--- src/rtl/fg_sram_arbiter.sv ---
// fg_sram_arbiter: single-port SRAM slot arbiter for the foreground buffer.
// Every cycle owns one SRAM slot: pipeline read first, then the capture write
// FIFO head, then the clear fill, otherwise idle. Reads have a fixed latency of 3.
module fg_sram_arbiter #(
    parameter int                    PRECISION    = 11,
    parameter int                    PIXEL_SIZE   = 16,
    parameter int                    ADDR_WIDTH   = 19,
    parameter int                    RESOLUTION_X = 800,
    parameter int                    RESOLUTION_Y = 600,
    parameter int                    WFIFO_DEPTH  = 8,
    parameter logic [PIXEL_SIZE-1:0] CLEAR_PIXEL  = 16'b0010010110001100
) (
    input  logic                         clk,
    input  logic                         rst_n,
    input  logic                         rd_valid,
    input  logic                         rd_active,
    input  logic signed [PRECISION:0]    rd_x,
    input  logic signed [PRECISION:0]    rd_y,
    output logic [PIXEL_SIZE-1:0]        rd_pixel,
    output logic                         rd_skip,
    output logic                         rd_ready,
    input  logic                         wr_valid,
    input  logic [PRECISION-1:0]         wr_x,
    input  logic [PRECISION-1:0]         wr_y,
    input  logic [PIXEL_SIZE-1:0]        wr_pixel,
    output logic                         wr_ready,
    output logic                         wr_overflow,
    input  logic                         clear_start,
    output logic                         clear_busy,
    output logic [ADDR_WIDTH-1:0]        sram_addr,
    output logic [PIXEL_SIZE-1:0]        sram_wdata,
    input  logic [PIXEL_SIZE-1:0]        sram_rdata,
    output logic                         sram_we_n,
    output logic                         sram_oe_n
);

    localparam int                    PW        = $clog2(WFIFO_DEPTH);
    localparam logic [PRECISION-1:0]  RES_X_P   = PRECISION'(RESOLUTION_X);
    localparam logic [PRECISION-1:0]  RES_Y_P   = PRECISION'(RESOLUTION_Y);
    localparam logic [ADDR_WIDTH-1:0] RES_X_A   = ADDR_WIDTH'(RESOLUTION_X);
    localparam logic [ADDR_WIDTH-1:0] LAST_ADDR = ADDR_WIDTH'(RESOLUTION_X * RESOLUTION_Y - 1);
    localparam logic [PW:0]           DEPTH_C   = (PW + 1)'(WFIFO_DEPTH);

    typedef enum logic {C_IDLE = 1'b0, C_RUN = 1'b1} clr_state_t;

    // Read pipeline: stage 1 = SRAM slot driven, stage 2 = data returning, then response
    logic                    rd_v1_q, rd_v1_d, rd_ok1_q, rd_ok1_d;
    logic                    rd_v2_q, rd_v2_d, rd_ok2_q, rd_ok2_d;
    logic                    rd_ready_q, rd_ready_d, rd_skip_q, rd_skip_d;
    logic [PIXEL_SIZE-1:0]   rd_pixel_q, rd_pixel_d;

    // SRAM port registers
    logic [ADDR_WIDTH-1:0]   sram_addr_q, sram_addr_d;
    logic [PIXEL_SIZE-1:0]   sram_wdata_q, sram_wdata_d;
    logic                    sram_we_n_q, sram_we_n_d, sram_oe_n_q, sram_oe_n_d;

    // Write FIFO: entries hold the precomputed address, pixel and an in-buffer flag
    logic [ADDR_WIDTH-1:0]   fifo_addr_mem [WFIFO_DEPTH];
    logic [PIXEL_SIZE-1:0]   fifo_pix_mem  [WFIFO_DEPTH];
    logic                    fifo_ok_mem   [WFIFO_DEPTH];
    logic [PW-1:0]           wptr_q, wptr_d, rptr_q, rptr_d;
    logic [PW:0]             cnt_q, cnt_d;
    logic                    ovf_q, ovf_d;

    // Clear fill
    clr_state_t              clr_state_q, clr_state_d;
    logic [ADDR_WIDTH-1:0]   clr_cnt_q, clr_cnt_d;

    logic                    rd_in_range, grant_rd, grant_wr, grant_clr;
    logic                    wr_in_range, push, pop, fifo_empty;
    logic [ADDR_WIDTH-1:0]   rd_addr, wr_addr;

    // A fetch is only a real read when active and inside the buffer (sign bit clear)
    assign rd_in_range = !rd_x[PRECISION] && !rd_y[PRECISION]
                      && (rd_x[PRECISION-1:0] < RES_X_P) && (rd_y[PRECISION-1:0] < RES_Y_P);
    assign rd_addr     = ADDR_WIDTH'(rd_y[PRECISION-1:0]) * RES_X_A + ADDR_WIDTH'(rd_x[PRECISION-1:0]);
    assign wr_in_range = (wr_x < RES_X_P) && (wr_y < RES_Y_P);
    assign wr_addr     = ADDR_WIDTH'(wr_y) * RES_X_A + ADDR_WIDTH'(wr_x);

    assign fifo_empty  = (cnt_q == '0);
    assign wr_ready    = (cnt_q != DEPTH_C);
    assign push        = wr_valid && wr_ready;

    assign grant_rd    = rd_valid && rd_active && rd_in_range;
    assign grant_wr    = !grant_rd && !fifo_empty;
    assign grant_clr   = !grant_rd && fifo_empty && (clr_state_q == C_RUN);
    assign pop         = grant_wr;

    // Datapath next state: slot outputs, FIFO pointers, read pipeline
    always_comb begin
        sram_addr_d  = sram_addr_q;
        sram_wdata_d = sram_wdata_q;
        sram_we_n_d  = 1'b1;
        sram_oe_n_d  = 1'b1;
        if (grant_rd) begin
            sram_addr_d = rd_addr;
            sram_oe_n_d = 1'b0;
        end else if (grant_wr) begin
            // Out-of-buffer entries burn the slot without touching the SRAM
            if (fifo_ok_mem[rptr_q]) begin
                sram_addr_d  = fifo_addr_mem[rptr_q];
                sram_wdata_d = fifo_pix_mem[rptr_q];
                sram_we_n_d  = 1'b0;
            end
        end else if (grant_clr) begin
            sram_addr_d  = clr_cnt_q;
            sram_wdata_d = CLEAR_PIXEL;
            sram_we_n_d  = 1'b0;
        end

        wptr_d = wptr_q + PW'(push);
        rptr_d = rptr_q + PW'(pop);
        cnt_d  = cnt_q + (PW + 1)'(push) - (PW + 1)'(pop);
        ovf_d  = ovf_q | (wr_valid & ~wr_ready);

        rd_v1_d    = rd_valid;
        rd_ok1_d   = grant_rd;
        rd_v2_d    = rd_v1_q;
        rd_ok2_d   = rd_ok1_q;
        rd_ready_d = rd_v2_q;
        rd_skip_d  = rd_v2_q & ~rd_ok2_q;
        rd_pixel_d = (rd_v2_q && rd_ok2_q) ? sram_rdata : '0;
    end

    // Clear FSM next state: walk every address once, restart requests ignored while running
    always_comb begin
        clr_state_d = clr_state_q;
        clr_cnt_d   = clr_cnt_q;
        case (clr_state_q)
            C_IDLE: begin
                if (clear_start) begin
                    clr_state_d = C_RUN;
                    clr_cnt_d   = '0;
                end
            end
            C_RUN: begin
                if (grant_clr) begin
                    if (clr_cnt_q == LAST_ADDR) begin
                        clr_state_d = C_IDLE;
                        clr_cnt_d   = '0;
                    end else begin
                        clr_cnt_d = clr_cnt_q + ADDR_WIDTH'(1);
                    end
                end
            end
            default: clr_state_d = C_IDLE;
        endcase
    end

    // FIFO storage: plain array, no reset needed on data
    always_ff @(posedge clk) begin
        if (push) begin
            fifo_addr_mem[wptr_q] <= wr_addr;
            fifo_pix_mem[wptr_q]  <= wr_pixel;
            fifo_ok_mem[wptr_q]   <= wr_in_range;
        end
    end

    // State registers with synchronous active-low reset (drops in-flight reads and clears)
    always_ff @(posedge clk) begin
        if (!rst_n) begin
            rd_v1_q      <= 1'b0;
            rd_ok1_q     <= 1'b0;
            rd_v2_q      <= 1'b0;
            rd_ok2_q     <= 1'b0;
            rd_ready_q   <= 1'b0;
            rd_skip_q    <= 1'b0;
            rd_pixel_q   <= '0;
            sram_addr_q  <= '0;
            sram_wdata_q <= '0;
            sram_we_n_q  <= 1'b1;
            sram_oe_n_q  <= 1'b1;
            wptr_q       <= '0;
            rptr_q       <= '0;
            cnt_q        <= '0;
            ovf_q        <= 1'b0;
            clr_state_q  <= C_IDLE;
            clr_cnt_q    <= '0;
        end else begin
            rd_v1_q      <= rd_v1_d;
            rd_ok1_q     <= rd_ok1_d;
            rd_v2_q      <= rd_v2_d;
            rd_ok2_q     <= rd_ok2_d;
            rd_ready_q   <= rd_ready_d;
            rd_skip_q    <= rd_skip_d;
            rd_pixel_q   <= rd_pixel_d;
            sram_addr_q  <= sram_addr_d;
            sram_wdata_q <= sram_wdata_d;
            sram_we_n_q  <= sram_we_n_d;
            sram_oe_n_q  <= sram_oe_n_d;
            wptr_q       <= wptr_d;
            rptr_q       <= rptr_d;
            cnt_q        <= cnt_d;
            ovf_q        <= ovf_d;
            clr_state_q  <= clr_state_d;
            clr_cnt_q    <= clr_cnt_d;
        end
    end

    assign rd_ready    = rd_ready_q;
    assign rd_skip     = rd_skip_q;
    assign rd_pixel    = rd_pixel_q;
    assign wr_overflow = ovf_q;
    assign clear_busy  = (clr_state_q == C_RUN);
    assign sram_addr   = sram_addr_q;
    assign sram_wdata  = sram_wdata_q;
    assign sram_we_n   = sram_we_n_q;
    assign sram_oe_n   = sram_oe_n_q;

endmodule

--- config.mk ---
export PLATFORM = sky130hd
export DESIGN_NAME = fg_sram_arbiter
export DESIGN_NICKNAME = d
export VERILOG_FILES = /design/src/rtl/fg_sram_arbiter.sv
export SDC_FILE = /design/constraint.sdc
export NUM_CORES = 1
export LEC_CHECK = 0
export BUFFER_PORTS_ARGS = -buffer_cell sky130_fd_sc_hd__clkbuf_2
export CAP_MARGIN = 20
export CORE_MARGIN = 2
export CORE_UTILIZATION = 60
export CTS_CLUSTER_DIAMETER = 150
export DETAILED_ROUTE_END_ITERATION = 16
export HOLD_SLACK_MARGIN = 0.08
export PLACE_DENSITY = 0.88
export SLEW_MARGIN = 20
export SYNTH_ARGS = -nofsm -noshare
export SYNTH_HDL_FRONTEND = slang
export SYNTH_SLANG_ARGS = --single-unit
--- constraint.sdc ---
create_clock -name clk -period 12.4 [get_ports clk]
set_input_delay 0.62 -clock clk [delete_from_list [all_inputs] [get_ports clk]]
set_output_delay 0.62 -clock clk [all_outputs]
set_load 0.1 [all_outputs]
==> flow_summary_export.csv <==
group,metric,value,unit
worst_hold_path,holdCritStartpoint,"sram_rdata[2]",
clocking,cts_setup_buffers,0,
cells_and_area,fin_area,19500,um2
cells_and_area,nets,1521,
timing,tns,0,ps
grt,grt_pass1_wl,60900,um
worst_setup_path,cp-start-kind,"input pin",
worst_setup_path,r2r-end,"sram_wdata[9]",
placement,port_buffers,141,
timing,slew_violations,0,
yosys,synth_fp_nets,1373,
yosys,synth_area_leaders,"edfxtp_1, dfxtp_1, mux4_2",
clocking,postCtsHoldBufs,0,
clocking,cts-resized-gates,0,
clocking,clk_path_buf_depth,3,
die,coreArea,27900,um2
yosys,synthAdderAreaFrac,8.53,%
die,die_w,173,um
route,vias_per_cell,6.20,
worst_setup_path,path_cells,"clkbuf_2 -> ha_1 -> ha_1 -> fa_1 -> ha_1 -> nor2b_1 -> o21a_1 -> o21ai_0 -> nand4_1 -> nor4_1 -> nand3_1 -> xnor2_1",
worst_setup_path,crit_top_cell,"ha_1",
route,vias,10800,
clocking,path_clk_slew,60,ps
worst_setup_path,r2r_start,"rptr_q[0]",
clocking,clock_sinks,378,
worst_setup_path,critPathMaxFanout,8,
route,drc,0,
timing,max_freq,0.246,GHz
cells_and_area,final_core_util,69.9,%
route,avgRoutedWirePerCell,22.4,um
placement,placed_cell_area,18300,um2
cells_and_area,syn2layout_area_growth,13.9,%
worst_hold_path,hold_path_class,"in2reg",
yosys,synth_compound_area_share,6.31,%
yosys,synth_top_family_by_area,"multiplexers",
yosys,synth_area,17200,um2
timing,rsz0062_at_grt,"no",
yosys,yosysTopAreaCell,"edfxtp_1",
clocking,cts-root-buf,"clkbuf_16",
yosys,synth_top_area_share,50.4,%
placement,gp_congestion,0.871,
clocking,cts_max_level,2,
power,finalPower,4400,uW
clocking,cts_buffers,38,
clocking,clock_latency,540,ps
yosys,yosysWarnings,0,
yosys,synthDistinctLibCells,63,
placement,dp_hpwl,23900,um
route,wirelength,38900,um
yosys,ys_seq_elements,378,
yosys,syn-mean-instance-area,14.5,um2
timing,post-route-period-util,32.8,%
yosys,synth_edf_count,288,
worst_setup_path,cp.required,12630,ps
timing,maxSlewHeadroom,22.7,%
worst_setup_path,end_kind,"flip-flop",
die,start_util,61.4,%
worst_setup_path,cpPeakStageDelay,550,ps
timing,worst_pin_slew,1130,ps
grt,antenna_found_initial,1,
yosys,ys_seq_area_share,60.9,%
power,p_leak,0.00724,uW
worst_setup_path,ff2ff_setup_slack,8670,ps
cells_and_area,final_cell_mix,"edfxtp_1, clkbuf_2, nor2_1",
status,outcome,"completed",
die,die_height,173,um
worst_hold_path,whs_endpoint,"rd_pixel[2]",
yosys,syn_inst,1181,
worst_setup_path,worstSetupPathType,"in2reg",
timing,hold_viol,0,
yosys,muxShareOfSynthArea,11.6,%
grt,grt_use_total,26.3,%
power,ir_drop,0.140,mV
yosys,synthFlopType,"edfxtp_1",
cells_and_area,drive_gt1_share,22.8,%
yosys,synth_simple_gate_area_share,7.34,%
power,p_per_area,225,nW/um2
cells_and_area,final_common_cell,"edfxtp_1",
timing,min_period,4060,ps
worst_hold_path,hold_depth,2,
die,boundaryPins,142,
yosys,synth_xor_area_share,2.49,%
route,ant_nets,0,
clocking,cts_tree,"yes",
die,row_count,61,
route,dr.pass1.iters,5,
route,drt_iter0_markers,1265,
run,cap_viol_max_count,0,
grt,grt_overflow,0,
worst_setup_path,rr_worst_depth,6,
grt,grt_pass1_vias,11100,
yosys,synthArstFlopShare,0,%
die,die_area,30000,um2
grt,grt_start_max_net_pins,63,
worst_setup_path,cp_slowest_cell,"xnor2_1",
cells_and_area,nFillCells,1727,
timing,finalClockSkew,22.1,ps
cells_and_area,antennaDiodeCount,0,
timing,setup_viol,0,
worst_setup_path,arrival,4300,ps
-- routing by layer --
layer / up-vias / global-route usage, % / part of all wire, %
met1: 5198 / 34.4 / 38
met5: - / 0 / 0.033
met3: 126 / 5.63 / 9.9
met4: 2 / 11.6 / 4.0
li1: 4773 / - / -
met2: 664 / 42.8 / 48
-- worst max-delay path: cells and delay by family --
| kind | cells | cell delay, ps |
|---|---|---|
| AO/OA/AOI/OAI | 2 | 550 |
| XOR/XNOR | 1 | 550 |
| adder cells (fa/ha/maj) | 4 | 1440 |
| buffers and inverters | 1 | 110 |
| AND/OR/NAND/NOR | 4 | 1020 |
-- flip-flops by register name, summed over array words and instances, names as in the netlist, 4 cells and up --
register and flops:
fifo_pix_mem 128, fifo_ok_mem 8, fifo_addr_mem 152, sram_addr 19
cnt_q 4, clr_cnt_q 19, sram_wdata 16, rd_pixel 16
-- report_power, final --
part,leakage (uW),internal (uW),switching (uW)
combinational,0.00330,526,1090
sequential,0.00335,1560,102
clock,0.000591,646,478
total,0.00724,2730,1670
-- cell usage after synthesis, drive strengths merged (2+ instances only) --
cell type / count
nor2b: 8
nor3b: 5
a21oi: 38
o21a: 5
fa: 15
mux4: 72
a211oi: 46
and3: 8
and4: 2
or2: 5
or3: 7
a31oi: 6
nand4: 11
nand2: 37
a21o: 11
ha: 93
a31o: 2
o21ai: 26
mux2i: 33
a311oi: 3
nor2: 102
and2: 28
nand3: 11
xor2: 22
xnor2: 26
edfxtp: 288
a2111oi: 3
o311ai: 2
nor4: 5
nand2b: 7
buf: 19
clkbuf: 28
dfxtp: 90
nor3: 20
o221ai: 3
a21boi: 2
inv: 74
mux2: 2
-- metrics by stage --
| stage | worst slack (ps) | std cells | hold WS (ps) |
|---|---|---|---|
| after floorplan | 7710 | 1181 | 384 |
| after global placement | 8030 | 1667 | 388 |
| after detailed placement | 7850 | 1667 | 400 |
| after CTS | 8380 | 1736 | 269 |
| after global routing | 8040 | 1736 | 281 |
| final | 8340 | 1736 | 291 |
-- area by class of cell --
| class | count | area [um2] | share of cell area (%) |
|---|---|---|---|
| clock buffer | 45 | 998 | 5.11 |
| clock inverter | 24 | 228 | 1.17 |
| inverter | 75 | 282 | 1.44 |
| multi-input combinational | 681 | 6280 | 32.2 |
| sequential | 378 | 10500 | 53.5 |
| tap | 378 | 473 | 2.42 |
| timing repair buffer | 155 | 811 | 4.15 |
-- worst max-delay path by stage --
stage / cells past startpoint / from / end
final: 12 / wr_y[2] / fifo_addr_mem[4][17]
after global routing: 12 / wr_y[2] / fifo_addr_mem[0][18]
after CTS: 12 / wr_y[2] / fifo_addr_mem[7][17]
after detailed placement: 12 / wr_y[2] / fifo_addr_mem[1][17]
after global placement: 12 / wr_y[2] / fifo_addr_mem[4][18]
after floorplan: 6 / cnt_q[2] / fifo_addr_mem[0][0]
-- cell families after synthesis --
| family | Yosys count |
|---|---|
| flip-flops | 378 |
| adder cells (fa/ha/maj) | 108 |
| multiplexers | 107 |
| AND/OR/NAND/NOR | 259 |
| AO/OA/AOI/OAI | 159 |
| buffers and inverters | 122 |
| XOR/XNOR | 48 |
(Power assumes the default switching activity.)
